===== src/rtl/sdram_pkg.sv =====
// Shared definitions for the SDRAM front-end arbiter: default bus widths and
// the arbiter state encoding.
package sdram_pkg;
  localparam int AW_DEF = 26;
  localparam int DW_DEF = 8;

  typedef enum logic {
    IDLE = 1'b0,
    BUSY = 1'b1
  } arb_state_e;
endpackage


===== src/rtl/rr_pick.sv =====
// Round-robin picker: first set candidate bit above ptr, wrapping at N.
module rr_pick import sdram_pkg::*; #(
  parameter int N  = 3,
  parameter int PW = (N > 1) ? $clog2(N) : 1
) (
  input  logic [N-1:0]  cand,
  input  logic [PW-1:0] ptr,
  output logic          valid,
  output logic [PW-1:0] index
);
  int j;

  always_comb begin
    valid = 1'b0;
    index = '0;
    j     = 0;
    for (int k = 1; k <= N; k++) begin
      j = int'(ptr) + k;
      if (j >= N) j = j - N;
      if (!valid && cand[PW'(j)]) begin
        valid = 1'b1;
        index = PW'(j);
      end
    end
  end
endmodule


===== src/rtl/sdram_arbiter.sv =====
// N-port round-robin arbiter in front of a single SDRAM controller; all
// controller inputs and the grant only move on mem_ready edges.
module sdram_arbiter import sdram_pkg::*; #(
  parameter int NPORTS = 3,
  parameter int AW     = AW_DEF,
  parameter int DW     = DW_DEF
) (
  input  logic                 clock,
  input  logic                 reset,
  input  logic [NPORTS-1:0]    req,
  input  logic [NPORTS*AW-1:0] addr,
  input  logic [NPORTS*DW-1:0] wdata,
  input  logic [NPORTS-1:0]    wr,
  output logic [NPORTS-1:0]    ack,
  output logic [DW-1:0]        rdata,
  output logic [AW-1:0]        mem_address,
  output logic [DW-1:0]        mem_in,
  output logic                 mem_we,
  input  logic [DW-1:0]        mem_out,
  input  logic                 mem_ready
);
  localparam int PW = (NPORTS > 1) ? $clog2(NPORTS) : 1;

  arb_state_e        state_q, state_d;
  logic [PW-1:0]     owner_q, owner_d;
  logic [PW-1:0]     ptr_q, ptr_d;
  logic [NPORTS-1:0] ack_q, ack_d;
  logic [DW-1:0]     rdata_q, rdata_d;
  logic [AW-1:0]     mem_address_q, mem_address_d;
  logic [DW-1:0]     mem_in_q, mem_in_d;
  logic              mem_we_q, mem_we_d;

  logic [NPORTS-1:0] just_acked;
  logic [NPORTS-1:0] cand;
  logic              pick_vld;
  logic [PW-1:0]     pick_idx;

  // The owner finishing on this edge still has its stale req level high.
  always_comb begin
    just_acked = '0;
    if (state_q == BUSY) just_acked[owner_q] = 1'b1;
  end

  assign cand = req & ~just_acked;

  rr_pick #(.N(NPORTS), .PW(PW)) u_pick (
    .cand  (cand),
    .ptr   (ptr_q),
    .valid (pick_vld),
    .index (pick_idx)
  );

  always_comb begin
    state_d       = state_q;
    owner_d       = owner_q;
    ptr_d         = ptr_q;
    ack_d         = '0;
    rdata_d       = rdata_q;
    mem_address_d = mem_address_q;
    mem_in_d      = mem_in_q;
    mem_we_d      = mem_we_q;
    if (mem_ready) begin
      if (state_q == BUSY) begin
        ack_d   = just_acked;
        rdata_d = mem_out;
      end
      if (pick_vld) begin
        state_d       = BUSY;
        owner_d       = pick_idx;
        ptr_d         = pick_idx;
        mem_address_d = addr[int'(pick_idx)*AW +: AW];
        mem_in_d      = wdata[int'(pick_idx)*DW +: DW];
        mem_we_d      = wr[pick_idx];
      end else begin
        // Dummy read at the held address keeps the controller cycling.
        state_d  = IDLE;
        mem_we_d = 1'b0;
      end
    end
  end

  always_ff @(posedge clock) begin
    if (reset) begin
      state_q       <= IDLE;
      owner_q       <= '0;
      ptr_q         <= PW'(NPORTS - 1);
      ack_q         <= '0;
      rdata_q       <= '0;
      mem_address_q <= '0;
      mem_in_q      <= '0;
      mem_we_q      <= 1'b0;
    end else begin
      state_q       <= state_d;
      owner_q       <= owner_d;
      ptr_q         <= ptr_d;
      ack_q         <= ack_d;
      rdata_q       <= rdata_d;
      mem_address_q <= mem_address_d;
      mem_in_q      <= mem_in_d;
      mem_we_q      <= mem_we_d;
    end
  end

  assign ack         = ack_q;
  assign rdata       = rdata_q;
  assign mem_address = mem_address_q;
  assign mem_in      = mem_in_q;
  assign mem_we      = mem_we_q;
endmodule


===== config.mk =====
export PLATFORM = sky130hd
export DESIGN_NAME = sdram_arbiter
export DESIGN_NICKNAME = d
export VERILOG_FILES = /design/src/rtl/sdram_pkg.sv /design/src/rtl/rr_pick.sv /design/src/rtl/sdram_arbiter.sv
export SDC_FILE = /design/constraint.sdc
export NUM_CORES = 1
export LEC_CHECK = 0
export ABC_AREA = 1
export CORE_UTILIZATION = 35
export CTS_BUF_LIST = sky130_fd_sc_hd__clkbuf_4 sky130_fd_sc_hd__clkbuf_8
export DETAILED_ROUTE_END_ITERATION = 7
export GPL_TIMING_DRIVEN = 0
export PLACE_DENSITY_LB_ADDON = 0.25
export SLEW_MARGIN = 20
export SYNTH_ARGS = -nofsm -noshare
export SYNTH_HDL_FRONTEND = slang
export SYNTH_SLANG_ARGS = --single-unit

===== constraint.sdc =====
create_clock -name clock -period 2.1 [get_ports clock]
set_input_delay 0.42 -clock clock [delete_from_list [all_inputs] [get_ports clock]]
set_output_delay 0.42 -clock clock [all_outputs]
set_load 0.02 [all_outputs]

==> results of run 1 <==
flip-flops by register name, summed over array words and instances, names as in the netlist:
signal and flops:
ptr_q 1, mem_in 8, owner_q 2, mem_we 1, state_q 1, ack 3, rdata 8, mem_address 26
worst max-delay path, cell delays in order, from the launching register on:
cell and delay (ns):
sky130_fd_sc_hd__dfxtp_2 0.36, sky130_fd_sc_hd__inv_2 0.06, sky130_fd_sc_hd__ha_4 0.33, sky130_fd_sc_hd__nand2_2 0.08, sky130_fd_sc_hd__inv_2 0.08, sky130_fd_sc_hd__nor2_4 0.04
sky130_fd_sc_hd__nand2_2 0.06, sky130_fd_sc_hd__inv_2 0.05, sky130_fd_sc_hd__nor2_4 0.09, sky130_fd_sc_hd__nand4_1 0.23, sky130_fd_sc_hd__nand2_8 0.20, sky130_fd_sc_hd__inv_8 0.07
sky130_fd_sc_hd__buf_12 0.15, sky130_fd_sc_hd__o211ai_4 0.17, sky130_fd_sc_hd__a21oi_2 0.07
power groups by stage:
stage	clock network (mW)	logic, mW	registers, mW
after floorplan	0	4.68	1.75
after global placement	0	6.63	1.44
after detailed placement	0	6.76	1.44
after CTS	0.688	7.71	1.42
after global routing	0.722	9.16	1.47
final	0.680	8.49	1.43
layout make-up:
class / count / area share
multi-input cells: 299 / 0.361
plain buffers: 22 / 0.0462
flip-flops and latches: 50 / 0.179
clock buffers: 8 / 0.0195
inverters: 52 / 0.0395
well taps: 108 / 0.0240
repair buffers: 186 / 0.331
cell families after synthesis:
family	synth area share
DFF	0.305
buffers and inverters	0.127
AOI/OAI and AO/OA	0.284
adders and majority gates	0.0114
and+or+nand+nor	0.274
metal layers:
metal / part of all wire / track usage / wire (um)
met1: 0.41 / 0.241 / 4290
met2: 0.51 / 0.384 / 5410
met3: 0.072 / 0.0610 / 758
met4: 0.011 / 0.0517 / 120
met5: 0 / 0 / 0
metrics by stage:
stage,setup slack (ns),instance area [um^2],utilization
after floorplan,0.0173,3290,-
after global placement,-0.272,5070,0.570
after detailed placement,-0.355,5070,0.570
after CTS,-0.0355,5440,0.612
after global routing,-0.168,5630,0.634
final,-0.0569,5630,0.634
worst paths after layout:
kind / startpoint / to / slack [ns] / cells after the start
worst max-delay path: ptr_q[1] / mem_address[24] / -0.06 / 14
worst min-delay path: mem_we / mem_we / 0.48 / 2
worst max register to register: ptr_q[1] / mem_address[24] / -0.06 / 14
worst min register to register: mem_we / mem_we / 0.48 / 2
layout by cell type (no fill, tap or decap), drive strengths merged:
cell type | netlist | routed
a21oi | 38 | 38
buf | 19 | 37
clkbuf | 5 | 15
clkdlybuf4s50 | 0 | 164
clkinv | 1 | 2
dfxtp | 50 | 50
ha | 3 | 3
inv | 51 | 50
nand2 | 99 | 100
nand3 | 20 | 20
nand3b | 1 | 1
nand4 | 1 | 1
nor2 | 22 | 22
o211ai | 35 | 35
o21ai | 45 | 45
or2 | 34 | 34
timing repair:
| action | CTS | global route |
|---|---|---|
| setup buffers | 15 | 4 |
| endpoints found under the setup margin | 38 | 38 |
| gates resized for setup | 36 | 45 |
| pin swaps | 12 | 9 |
| gates cloned | 2 | 3 |
cell usage after synthesis:
master and number:
sky130_fd_sc_hd__o211ai_2 29, sky130_fd_sc_hd__inv_2 2, sky130_fd_sc_hd__o21ai_0 42, sky130_fd_sc_hd__clkbuf_1 4, sky130_fd_sc_hd__nand2_1 72, sky130_fd_sc_hd__buf_12 2
sky130_fd_sc_hd__o211ai_1 6, sky130_fd_sc_hd__nand2_2 25, sky130_fd_sc_hd__nor2_4 1, sky130_fd_sc_hd__a21oi_2 29, sky130_fd_sc_hd__clkbuf_2 1, sky130_fd_sc_hd__dfxtp_1 50
sky130_fd_sc_hd__a21oi_1 9, sky130_fd_sc_hd__nand2_4 2, sky130_fd_sc_hd__nand3_2 6, sky130_fd_sc_hd__buf_2 7, sky130_fd_sc_hd__o21ai_1 3, sky130_fd_sc_hd__inv_8 1
sky130_fd_sc_hd__inv_4 1, sky130_fd_sc_hd__nand3b_2 1, sky130_fd_sc_hd__inv_1 47, sky130_fd_sc_hd__buf_6 9, sky130_fd_sc_hd__or2_1 29, sky130_fd_sc_hd__buf_8 1
sky130_fd_sc_hd__clkinv_1 1, sky130_fd_sc_hd__nand3_1 14, sky130_fd_sc_hd__nor2_1 21, sky130_fd_sc_hd__ha_1 3, sky130_fd_sc_hd__nand4_1 1, sky130_fd_sc_hd__or2_2 5
==> out/summary.log, run 1 <==
INFO  outcome        outcome=finished with violations
INFO  outcome        failed_checks=setup timing
INFO  finish         regArea=0.00101mm^2
INFO  detailed_routing postRouteAntennaNets=0
INFO  clock_tree     clk_latency=0.31ns
INFO  critical_path  largest_fanout_of_any_net_on_the_critical_path=10
INFO  sta            timing.setup.tns=-0.990ns
INFO  yosys          netlist_instances=424
INFO  pwr            combPwrFrac=0.801
INFO  critical_path  worst_ep_required_time=2.30ns
INFO  placed_design  gp_congestion=0.778
INFO  sta            max_slew.worst_pin.slew=0.439ns
INFO  detailed_routing drt_first_iter_violations=63
INFO  clock_tree     numCtsBuffers=5
INFO  global_route   grt_antenna_before_repair=0
INFO  worst_hold_path min_path_type=reg -> reg
INFO  yosys          synth.net_count=546
INFO  global_route   pin_count_of_the_biggest_net_entering_global_routing=15
INFO  yosys          synth.area.top_cells=sky130_fd_sc_hd__dfxtp_1 (30%), sky130_fd_sc_hd__o211ai_2 (11%), sky130_fd_sc_hd__nand2_1 (8.2%), sky130_fd_sc_hd__a21oi_2 (7.7%), sky130_fd_sc_hd__o21ai_0 (6.4%)
INFO  floorplan      top_level_ports=165
INFO  sta            final.hold.worst_slack=0.479ns
INFO  floorplan      core.rowCount=34
INFO  pwr            leakagePower=2.38nW
INFO  floorplan      initial_core_util=0.370
INFO  pwr            power.density=1880mW/mm^2
INFO  critical_path  crit_path_end_kind=register
INFO  floorplan      die_h=98.9um
INFO  sta            final_max_slew_viol_count=0
INFO  detailed_routing detail_route.drc_violations=0
INFO  pwr            total_net_switching_power=4.97mW
INFO  critical_path  cp.arrival=2.36ns
INFO  clock_tree     cts_tree=done
INFO  placed_design  numPlacedInstances=696
INFO  yosys          synth_warnings=0
INFO  sta            period_share=1.03
INFO  global_route   global_route_wire_length_before_repair=16300um
INFO  clock_tree     holdBufCountCts=0
INFO  yosys          synth_largest_type_area_fraction=0.305
INFO  yosys          syn-cell-area=0.00329mm^2
INFO  pwr            finalPower=10.6mW
INFO  sta            max_slew_margin=0.708
INFO  sta            rsz_0062_raised_after_global_routing=yes
INFO  clock_tree     clkSlewWorstSetupHoldPaths=0.10ns
INFO  finish         post_route_cells_drive_above_1_share=0.284
INFO  sta            final_setup_violating_endpoints=35
INFO  pwr            clockPowerShare=0.064
INFO  finish         multi_input_area=0.00203mm^2
INFO  global_route   via_count_of_the_first_global_routing_pass=3439
INFO  floorplan      die_area=0.00978mm^2
INFO  yosys          yosysUniqueCellTypes=30
INFO  critical_path  start_kind=register
INFO  finish         layout.nets=738
INFO  sta            finalCriticalPeriod=2.16ns
INFO  pwr            internal_power=5.63mW
INFO  run            timing.max_cap.violations=0
INFO  placed_design  port_buffers=164
INFO  floorplan      core_area=0.00889mm^2
INFO  pwr            seq_power_share=0.135
INFO  critical_path  criticalPathCategory=reg -> reg
INFO  yosys          synth.avg_cell_area=7.75um^2
INFO  placed_design  dp_hpwl=7530um
INFO  pwr            vdd_ir_drop_max=1120uV
INFO  floorplan      floorplan.die.width=98.9um
INFO  yosys          synth_seq_area_share=0.305
INFO  sta            finalClockSkew=0.0106ns
INFO  sta            clock.fmax=464MHz
INFO  detailed_routing router_iterations_before_antenna_repair=4
INFO  clock_tree     cts_num_sinks=50
INFO  global_route   overflow=0
INFO  detailed_routing via_per_inst=4.84
INFO  detailed_routing num_vias=3512
INFO  detailed_routing wirelength=10600um
INFO  global_route   track_usage=0.211
INFO  finish         num_antenna_cells=0
INFO  sta            layout_setup_ws=-0.0569ns
INFO  sta            hold_violations=0
INFO  detailed_routing detail_route.wl_per_cell=14.6um
INFO  yosys          synth-seq-cells=50
INFO  finish         syn_to_final_growth=71.4%
INFO  clock_tree     ctsHtreeMaxLevel=2
INFO  finish         final.fill_count=780
INFO  clock_tree     root_buffer=sky130_fd_sc_hd__clkbuf_8
INFO  clock_tree     max-clock-path-buffers=2
INFO  yosys          netlist.top_cell.by_area=sky130_fd_sc_hd__dfxtp_1
INFO  finish         finish.cell_count_without_fillers=725
INFO  pwr            power.switching_fraction=0.469
No activity file was read; power rests on OpenSTA's default activity.
==> run 2: changes to the inputs <==
==> constraint.sdc (replaced) <==
create_clock -name clock -period 2.1 [get_ports clock]
set_input_delay 0.63 -clock clock [delete_from_list [all_inputs] [get_ports clock]]
set_output_delay 0.63 -clock clock [all_outputs]
set_load 0.02 [all_outputs]
==> run 2 against run 1 <==
Effect of this change:
- the run still ends with setup timing left
- worst setup slack better by 0.030 ns
- fmax rose by 1.4%
- flip-flop and latch count did not move
- combinational power is essentially flat
- critical endpoint is now mem_in[1]
==> out/summary.log, run 2 (same netlist as run 1, synthesis figures left out) <==
INFO  finish         final_design_area_no_fill=0.00573mm^2 [+1.7%]
INFO  sta            period_share=1.01 [-0.0143]
INFO  outcome        outcome=finished with violations
INFO  critical_path  cp.arrival=2.32ns [-0.04 ns]
INFO  critical_path  slowest_delay=0.36ns [about the same]
INFO  floorplan      core.rowCount=34 [unchanged]
INFO  detailed_routing router_iterations_before_antenna_repair=4 [unchanged]
INFO  pwr            power.density=1850mW/mm^2 [-1.5%]
INFO  sta            finalClockSkew=0.0105ns [-0.0000950 ns]
INFO  finish         final_util=0.644 [+0.0108]
INFO  sta            finalCriticalPeriod=2.13ns [-0.0300 ns]
INFO  clock_tree     max-clock-path-buffers=2 [unchanged]
INFO  run            timing.max_cap.violations=0 [unchanged]
INFO  finish         regArea=0.00101mm^2 [unchanged]
INFO  critical_path  criticalPathCategory=reg -> reg
INFO  detailed_routing drt_first_iter_violations=88 [+40%]
INFO  placed_design  dp_hpwl=7530um [unchanged]
INFO  floorplan      die_area=0.00978mm^2 [unchanged]
INFO  finish         finish.cell_count_without_fillers=730 [+0.69%]
INFO  sta            final_setup_violating_endpoints=19 [-46%]
INFO  detailed_routing detail_route.wl_per_cell=14.8um [+1.6%]
INFO  placed_design  placed_cell_area=0.00507mm^2 [unchanged]
INFO  sta            rsz_0062_raised_after_global_routing=yes
INFO  floorplan      top_level_ports=165 [unchanged]
INFO  global_route   pin_count_of_the_biggest_net_entering_global_routing=15 [unchanged]
INFO  clock_tree     holdBufCountCts=0 [unchanged]
INFO  global_route   overflow=0 [unchanged]
INFO  critical_path  crit_path_end_kind=register
INFO  clock_tree     root_buffer=sky130_fd_sc_hd__clkbuf_8
INFO  sta            max_slew.worst_pin.slew=0.562ns [+0.124 ns]
INFO  pwr            power.switching_fraction=0.468 [-0.000871]
INFO  sta            clock.fmax=470MHz [+1.4%]
INFO  pwr            clockPowerShare=0.064 [about the same]
INFO  clock_tree     cts_tree=done
INFO  floorplan      die_h=98.9um [unchanged]
INFO  placed_design  minimum_setup_slack_after_placement=-0.483ns [-0.128 ns]
INFO  sta            hold_violations=0 [unchanged]
INFO  critical_path  largest_fanout_of_any_net_on_the_critical_path=10 [unchanged]
INFO  floorplan      core_area=0.00889mm^2 [unchanged]
INFO  placed_design  gp_congestion=0.778 [unchanged]
INFO  global_route   grt_antenna_before_repair=0 [unchanged]
INFO  pwr            combPwrFrac=0.799 [-0.002]
INFO  global_route   global_route_wire_length_before_repair=16400um [about the same]
INFO  global_route   via_count_of_the_first_global_routing_pass=3435 [-0.12%]
INFO  detailed_routing via_per_inst=4.82 [-0.40%]
INFO  clock_tree     ctsHtreeMaxLevel=2 [unchanged]
INFO  critical_path  worst_ep_required_time=2.30ns [about the same]
INFO  detailed_routing detail_route.drc_violations=0 [unchanged]
INFO  pwr            total_net_switching_power=4.97mW [about the same]
INFO  finish         layout.nets=743 [+0.68%]
INFO  clock_tree     clkSlewWorstSetupHoldPaths=0.10ns [about the same]
INFO  floorplan      floorplan.die.width=98.9um [unchanged]
INFO  critical_path  critPathMostFrequentCell=sky130_fd_sc_hd__inv_2
INFO  finish         final.fill_count=769 [-1.4%]
INFO  pwr            vdd_ir_drop_max=865uV [-23%]
INFO  placed_design  port_buffers=164 [unchanged]
INFO  detailed_routing postRouteAntennaNets=0 [unchanged]
INFO  floorplan      initial_core_util=0.370 [unchanged]
INFO  critical_path  start_kind=register
INFO  finish         syn_to_final_growth=74.3%
INFO  worst_hold_path min_path_type=reg -> reg
INFO  placed_design  numPlacedInstances=696 [unchanged]
INFO  global_route   track_usage=0.211 [about the same]
INFO  critical_path  critPathSlowestCell=sky130_fd_sc_hd__dfxtp_2
INFO  clock_tree     numCtsBuffers=5 [unchanged]
INFO  pwr            internal_power=5.65mW [+0.34%]
INFO  finish         num_antenna_cells=0 [unchanged]
INFO  detailed_routing num_vias=3522 [+0.28%]
INFO  clock_tree     clk_latency=0.31ns [about the same]
INFO  clock_tree     cts_num_sinks=50 [unchanged]
INFO  sta            max_slew_margin=0.625 [-0.0826]
INFO  sta            layout_setup_ws=-0.0269ns [+0.0300 ns]
INFO  finish         commonest_non_fill_non_tap_cell_in_the_layout=sky130_fd_sc_hd__clkdlybuf4s50_1
INFO  finish         post_route_cells_drive_above_1_share=0.302 [+0.0186]
INFO  finish         final_cell_mix=sky130_fd_sc_hd__clkdlybuf4s50_1 (161), sky130_fd_sc_hd__nand2_1 (66), sky130_fd_sc_hd__dfxtp_1 (48)
INFO  pwr            finalPower=10.6mW [+0.18%]
INFO  outcome        failed_checks=setup timing
INFO  finish         largest_register_ff_count=26 [unchanged]
INFO  sta            final_max_slew_viol_count=0 [unchanged]
INFO  pwr            leakagePower=2.45nW [+3.0%]
INFO  pwr            seq_power_share=0.137 [+0.002]
INFO  detailed_routing wirelength=10800um [+2.3%]
INFO  finish         multi_input_area=0.00202mm^2 [-0.62%]
INFO  critical_path  crit_path_cell_trace=inv_2 -> ha_4 -> inv_2 -> nand3_2 -> nand3_2 -> nand2_4 -> nand2_1 -> inv_2 -> o21ai_1 -> nand2_2 -> inv_8 -> buf_8 -> o21ai_1 -> a21oi_2
run 2: timing repair:
action,in CTS,in global routing
resized for setup,36,75
endpoints found under the setup margin,38,38
buffers inserted,15,6
pin swaps,11,9
gates cloned,2,6
run 2: power groups by stage:
stage | registers (mW) | logic [mW] | clock network (mW)
CTS | 1.42 | 7.71 | 0.688
finish | 1.45 | 8.49 | 0.681
detailed placement | 1.44 | 6.76 | 0
global placement | 1.44 | 6.63 | 0
floorplan | 1.75 | 4.68 | 0
global route | 1.49 | 9.12 | 0.723
run 2: metrics by stage:
stage               TNS (ns)  hold slack (ns)
finish                -0.170            0.494
detailed placement    -16.59            0.455
floorplan                  0            0.463
global route           -3.73            0.521
CTS                   -0.908            0.470
global placement      -14.75            0.456
run 2: cell type report:
type / instances / area share
Multi-Input combinational cell: 299 / 0.352
Timing Repair Buffer: 190 / 0.341
Sequential cell: 50 / 0.176
Buffer: 22 / 0.0480
Inverter: 52 / 0.0393
Tap cell: 108 / 0.0236
Clock buffer: 8 / 0.0192
Timing Repair inverter: 1 / 0.00109
run 2: path summary, 6_finish.rpt:
check	from	to	slack (ns)	cells after the start
worst max-delay path	ptr_q[1]	mem_in[1]	-0.03	14
worst min-delay path	rdata[1]	rdata[1]	0.49	2
worst max register to register	ptr_q[1]	mem_in[1]	-0.03	14
worst min register to register	rdata[1]	rdata[1]	0.49	2
run 2: worst max-delay path, delay by kind of cell (launching register included):
kind	cells	cell delay (ns)
flops	1	0.36
fa+ha+maj	1	0.33
simple gates	5	0.55
buf+inv	5	0.49
compound gates	3	0.27
run 2: layer usage:
metal  part of all wire  vias up  routed length, um  GRT usage
li1                   -     1788                  -          -
met1               0.41     1595               4440      0.242
met2               0.50      126               5410      0.384
met3              0.075       13                813     0.0610
met4              0.015        0                160     0.0517
met5                  0        -                  0          0
==> run 3: changes to the inputs <==
CTS_CLUSTER_SIZE = 8   (was default)
clock period = 2.6 ns   (was 2.1 ns; I/O delays follow)
==> run 3 against run 2 <==
Effect of this change:
- the flow now finishes without violations
- register-to-register slack better by 0.25 ns
- global-route usage shrank 0.97 points
- count of clock-buffer cells in the layout decreased by 1
- hold slack worse by 0.015 ns
- critical path depth did not move
- worst setup slack improved by 0.25 ns
- power fell by 34%
- die area stayed put
- critical path type unchanged
==> out/summary.log, run 3 (same netlist as run 1, synthesis figures left out) <==
INFO  critical_path  largest_fanout_of_any_net_on_the_critical_path=10 [unchanged]
INFO  floorplan      die_area=0.00978mm^2 [unchanged]
INFO  critical_path  criticalPathCategory=reg -> reg
INFO  sta            finalCriticalPeriod=2.37ns [+0.247 ns]
INFO  clock_tree     clkSlewWorstSetupHoldPaths=0.09ns [about the same]
INFO  critical_path  worst_ep_required_time=2.79ns [+0.49 ns]
INFO  clock_tree     ctsHtreeMaxLevel=2 [unchanged]
INFO  outcome        outcome=completed
INFO  global_route   via_count_of_the_first_global_routing_pass=3315 [-3.5%]
INFO  critical_path  regToRegStartpoint=owner_q[0]
INFO  worst_hold_path worst_hold_path.num_cells=2 [unchanged]
INFO  detailed_routing num_vias=3339 [-5.2%]
INFO  clock_tree     max-clock-path-buffers=2 [unchanged]
INFO  placed_design  gp_congestion=0.768 [-1.3%]
INFO  clock_tree     cts_num_sinks=50 [unchanged]
INFO  placed_design  placed_cell_area=0.00506mm^2 [about the same]
INFO  floorplan      core_area=0.00889mm^2 [unchanged]
INFO  pwr            power.switching_fraction=0.490 [+0.0218]
INFO  placed_design  dp_hpwl=7580um [+0.71%]
INFO  pwr            finalPower=7.02mW [-34%]
INFO  clock_tree     root_buffer=sky130_fd_sc_hd__clkbuf_8
INFO  finish         post_route_cells_drive_above_1_share=0.220 [-0.0825]
INFO  finish         final_design_area_no_fill=0.00518mm^2 [-9.5%]
INFO  pwr            total_net_switching_power=3.44mW [-31%]
INFO  finish         final_util=0.583 [-0.0615]
INFO  critical_path  cp.arrival=2.57ns [+0.25 ns]
INFO  detailed_routing router_iterations_before_antenna_repair=4 [unchanged]
INFO  sta            clock.fmax=421MHz [-10%]
INFO  floorplan      top_level_ports=165 [unchanged]
INFO  sta            rsz_0062_raised_after_global_routing=no
INFO  global_route   overflow=0 [unchanged]
INFO  critical_path  crit_path_end_kind=register
INFO  worst_hold_path worst_hold_path_startpoint=mem_we
INFO  worst_hold_path min_path_type=reg -> reg
INFO  clock_tree     numCtsBuffers=5 [unchanged]
INFO  pwr            clockPowerShare=0.068 [+0.004]
INFO  finish         num_antenna_cells=0 [unchanged]
INFO  detailed_routing via_per_inst=4.74 [-1.7%]
INFO  sta            period_share=0.913 [-0.0998]
INFO  pwr            seq_power_share=0.164 [+0.027]
INFO  clock_tree     cts_tree=done
INFO  floorplan      floorplan.die.width=98.9um [unchanged]
INFO  sta            final_max_slew_viol_count=0 [unchanged]
INFO  worst_hold_path min_to=mem_we
INFO  detailed_routing postRouteAntennaNets=0 [unchanged]
INFO  floorplan      die_h=98.9um [unchanged]
INFO  pwr            vdd_ir_drop_max=594uV [-31%]
INFO  detailed_routing wirelength=9660um [-11%]
INFO  detailed_routing detail_route.wl_per_cell=13.7um [-7.4%]
INFO  critical_path  r2r_slack=0.23ns [+0.25 ns]
INFO  sta            max_slew.worst_pin.slew=0.398ns [-0.164 ns]
INFO  sta            final_setup_violating_endpoints=0 [-19]
INFO  pwr            internal_power=3.58mW [-37%]
INFO  detailed_routing detail_route.drc_violations=0 [unchanged]
INFO  critical_path  reg2reg_to=mem_in[1]
INFO  critical_path  start_kind=register
INFO  sta            hold_violations=0 [unchanged]
INFO  pwr            leakagePower=2.21nW [-9.9%]
INFO  pwr            combPwrFrac=0.768 [-0.031]
INFO  floorplan      core.rowCount=34 [unchanged]
INFO  finish         syn_to_final_growth=57.7%
INFO  run            timing.max_cap.violations=0 [unchanged]
INFO  finish         final_cell_mix=sky130_fd_sc_hd__clkdlybuf4s50_1 (164), sky130_fd_sc_hd__nand2_1 (72), sky130_fd_sc_hd__dfxtp_1 (49)
INFO  placed_design  port_buffers=164 [unchanged]
INFO  detailed_routing drt_first_iter_violations=65 [-26%]
INFO  finish         layout.nets=717 [-3.5%]
INFO  clock_tree     clk_latency=0.30ns [about the same]
INFO  floorplan      initial_core_util=0.370 [unchanged]
INFO  critical_path  reg2regPathDepth=14 [unchanged]
INFO  global_route   pin_count_of_the_biggest_net_entering_global_routing=15 [unchanged]
INFO  finish         final.fill_count=816 [+6.1%]
INFO  finish         largest_register_ff_count=26 [unchanged]
INFO  global_route   global_route_wire_length_before_repair=15600um [-4.8%]
INFO  finish         commonest_non_fill_non_tap_cell_in_the_layout=sky130_fd_sc_hd__clkdlybuf4s50_1
INFO  pwr            power.density=1350mW/mm^2 [-27%]
INFO  global_route   grt_antenna_before_repair=0 [unchanged]
INFO  global_route   track_usage=0.201 [-0.00974]
INFO  sta            finalClockSkew=0.00981ns [-0.000717 ns]
INFO  sta            max_slew_margin=0.735 [+0.110]
[run 3: cell types whose count changed in the layout (fill, tap and decap cells not counted), moves of 6 or more]
| cell | change |
|---|---|
| sky130_fd_sc_hd__o21ai_0 | +32 |
| sky130_fd_sc_hd__o21ai_1 | -21 |
| sky130_fd_sc_hd__buf_4 | -19 |
| sky130_fd_sc_hd__o21ai_2 | -11 |
| sky130_fd_sc_hd__clkbuf_4 | +8 |
| sky130_fd_sc_hd__inv_1 | +8 |
| sky130_fd_sc_hd__inv_2 | -7 |
| sky130_fd_sc_hd__nand2_1 | +6 |
[run 3: how the worst max path moves through the flow]
| stage | endpoint | slack (ns) | start |
|---|---|---|---|
| after CTS | mem_address[9] | 0.11 | owner_q[0] |
| after floorplan | mem_address[10] | 0.41 | owner_q[0] |
| final | mem_in[1] | 0.23 | owner_q[0] |
| after detailed placement | mem_in[1] | -0.12 | req[1] |
| after global routing | mem_address[25] | 0.04 | owner_q[0] |
| after global placement | mem_in[1] | -0.07 | req[1] |
[run 3: area by class of cell]
class                           count  area [um^2]  area share
Inverter                           52          208      0.0401
Sequential cell                    50         1000       0.194
Tap cell                          108          135      0.0261
Timing Repair Buffer              164         1640       0.317
Clock buffer                        7         90.1      0.0174
Buffer                             24          229      0.0442
Clock inverter                      1         5.00    0.000966
Multi-Input combinational cell    298         1870       0.361
[run 3: timing repair]
item | in CTS | in global routing
hold buffers | 0 | 0
setup endpoints to repair | 1 | 38
gates resized for setup | 1 | 10
setup buffers | 0 | 0
[run 3: layer usage]
metal,track usage,up-vias,share of wire
met5,0,-,0
met4,0.0436,0,0.0072
met3,0.0837,7,0.10
met2,0.374,127,0.50
met1,0.211,1483,0.39
li1,-,1722,-
[run 3: metrics by stage]
step | std cells | setup TNS [ns] | hold slack (ns) | setup slack [ns]
final | 704 | 0 | 0.479 | 0.226
after global routing | 704 | 0 | 0.498 | 0.0371
after floorplan | 424 | 0 | 0.463 | 0.410
after global placement | 696 | -1.70 | 0.456 | -0.0702
after detailed placement | 696 | -3.70 | 0.468 | -0.124
after CTS | 704 | 0 | 0.481 | 0.113
[run 3: worst max-delay path, cell delays in order, from the launching register on]
cell and delay (ns):
sky130_fd_sc_hd__dfxtp_4 0.40, sky130_fd_sc_hd__inv_2 0.07, sky130_fd_sc_hd__ha_1 0.28, sky130_fd_sc_hd__buf_2 0.16, sky130_fd_sc_hd__nor2_1 0.16, sky130_fd_sc_hd__nor2_1 0.09, sky130_fd_sc_hd__nand2_1 0.07, sky130_fd_sc_hd__inv_1 0.07
sky130_fd_sc_hd__nor2_4 0.12, sky130_fd_sc_hd__nand4_1 0.17, sky130_fd_sc_hd__nand2_4 0.19, sky130_fd_sc_hd__inv_4 0.09, sky130_fd_sc_hd__buf_6 0.16, sky130_fd_sc_hd__o211ai_2 0.17, sky130_fd_sc_hd__a21oi_2 0.07
[run 3: power groups by stage]
stage	Clock (mW)	Combinational [mW]	Sequential, mW
3_5_place_dp	0	5.43	1.16
6_report	0.478	5.39	1.15
2_1_floorplan	0	3.77	1.41
3_3_place_gp	0	5.34	1.16
5_1_grt	0.515	5.93	1.18
4_1_cts	0.494	5.45	1.15
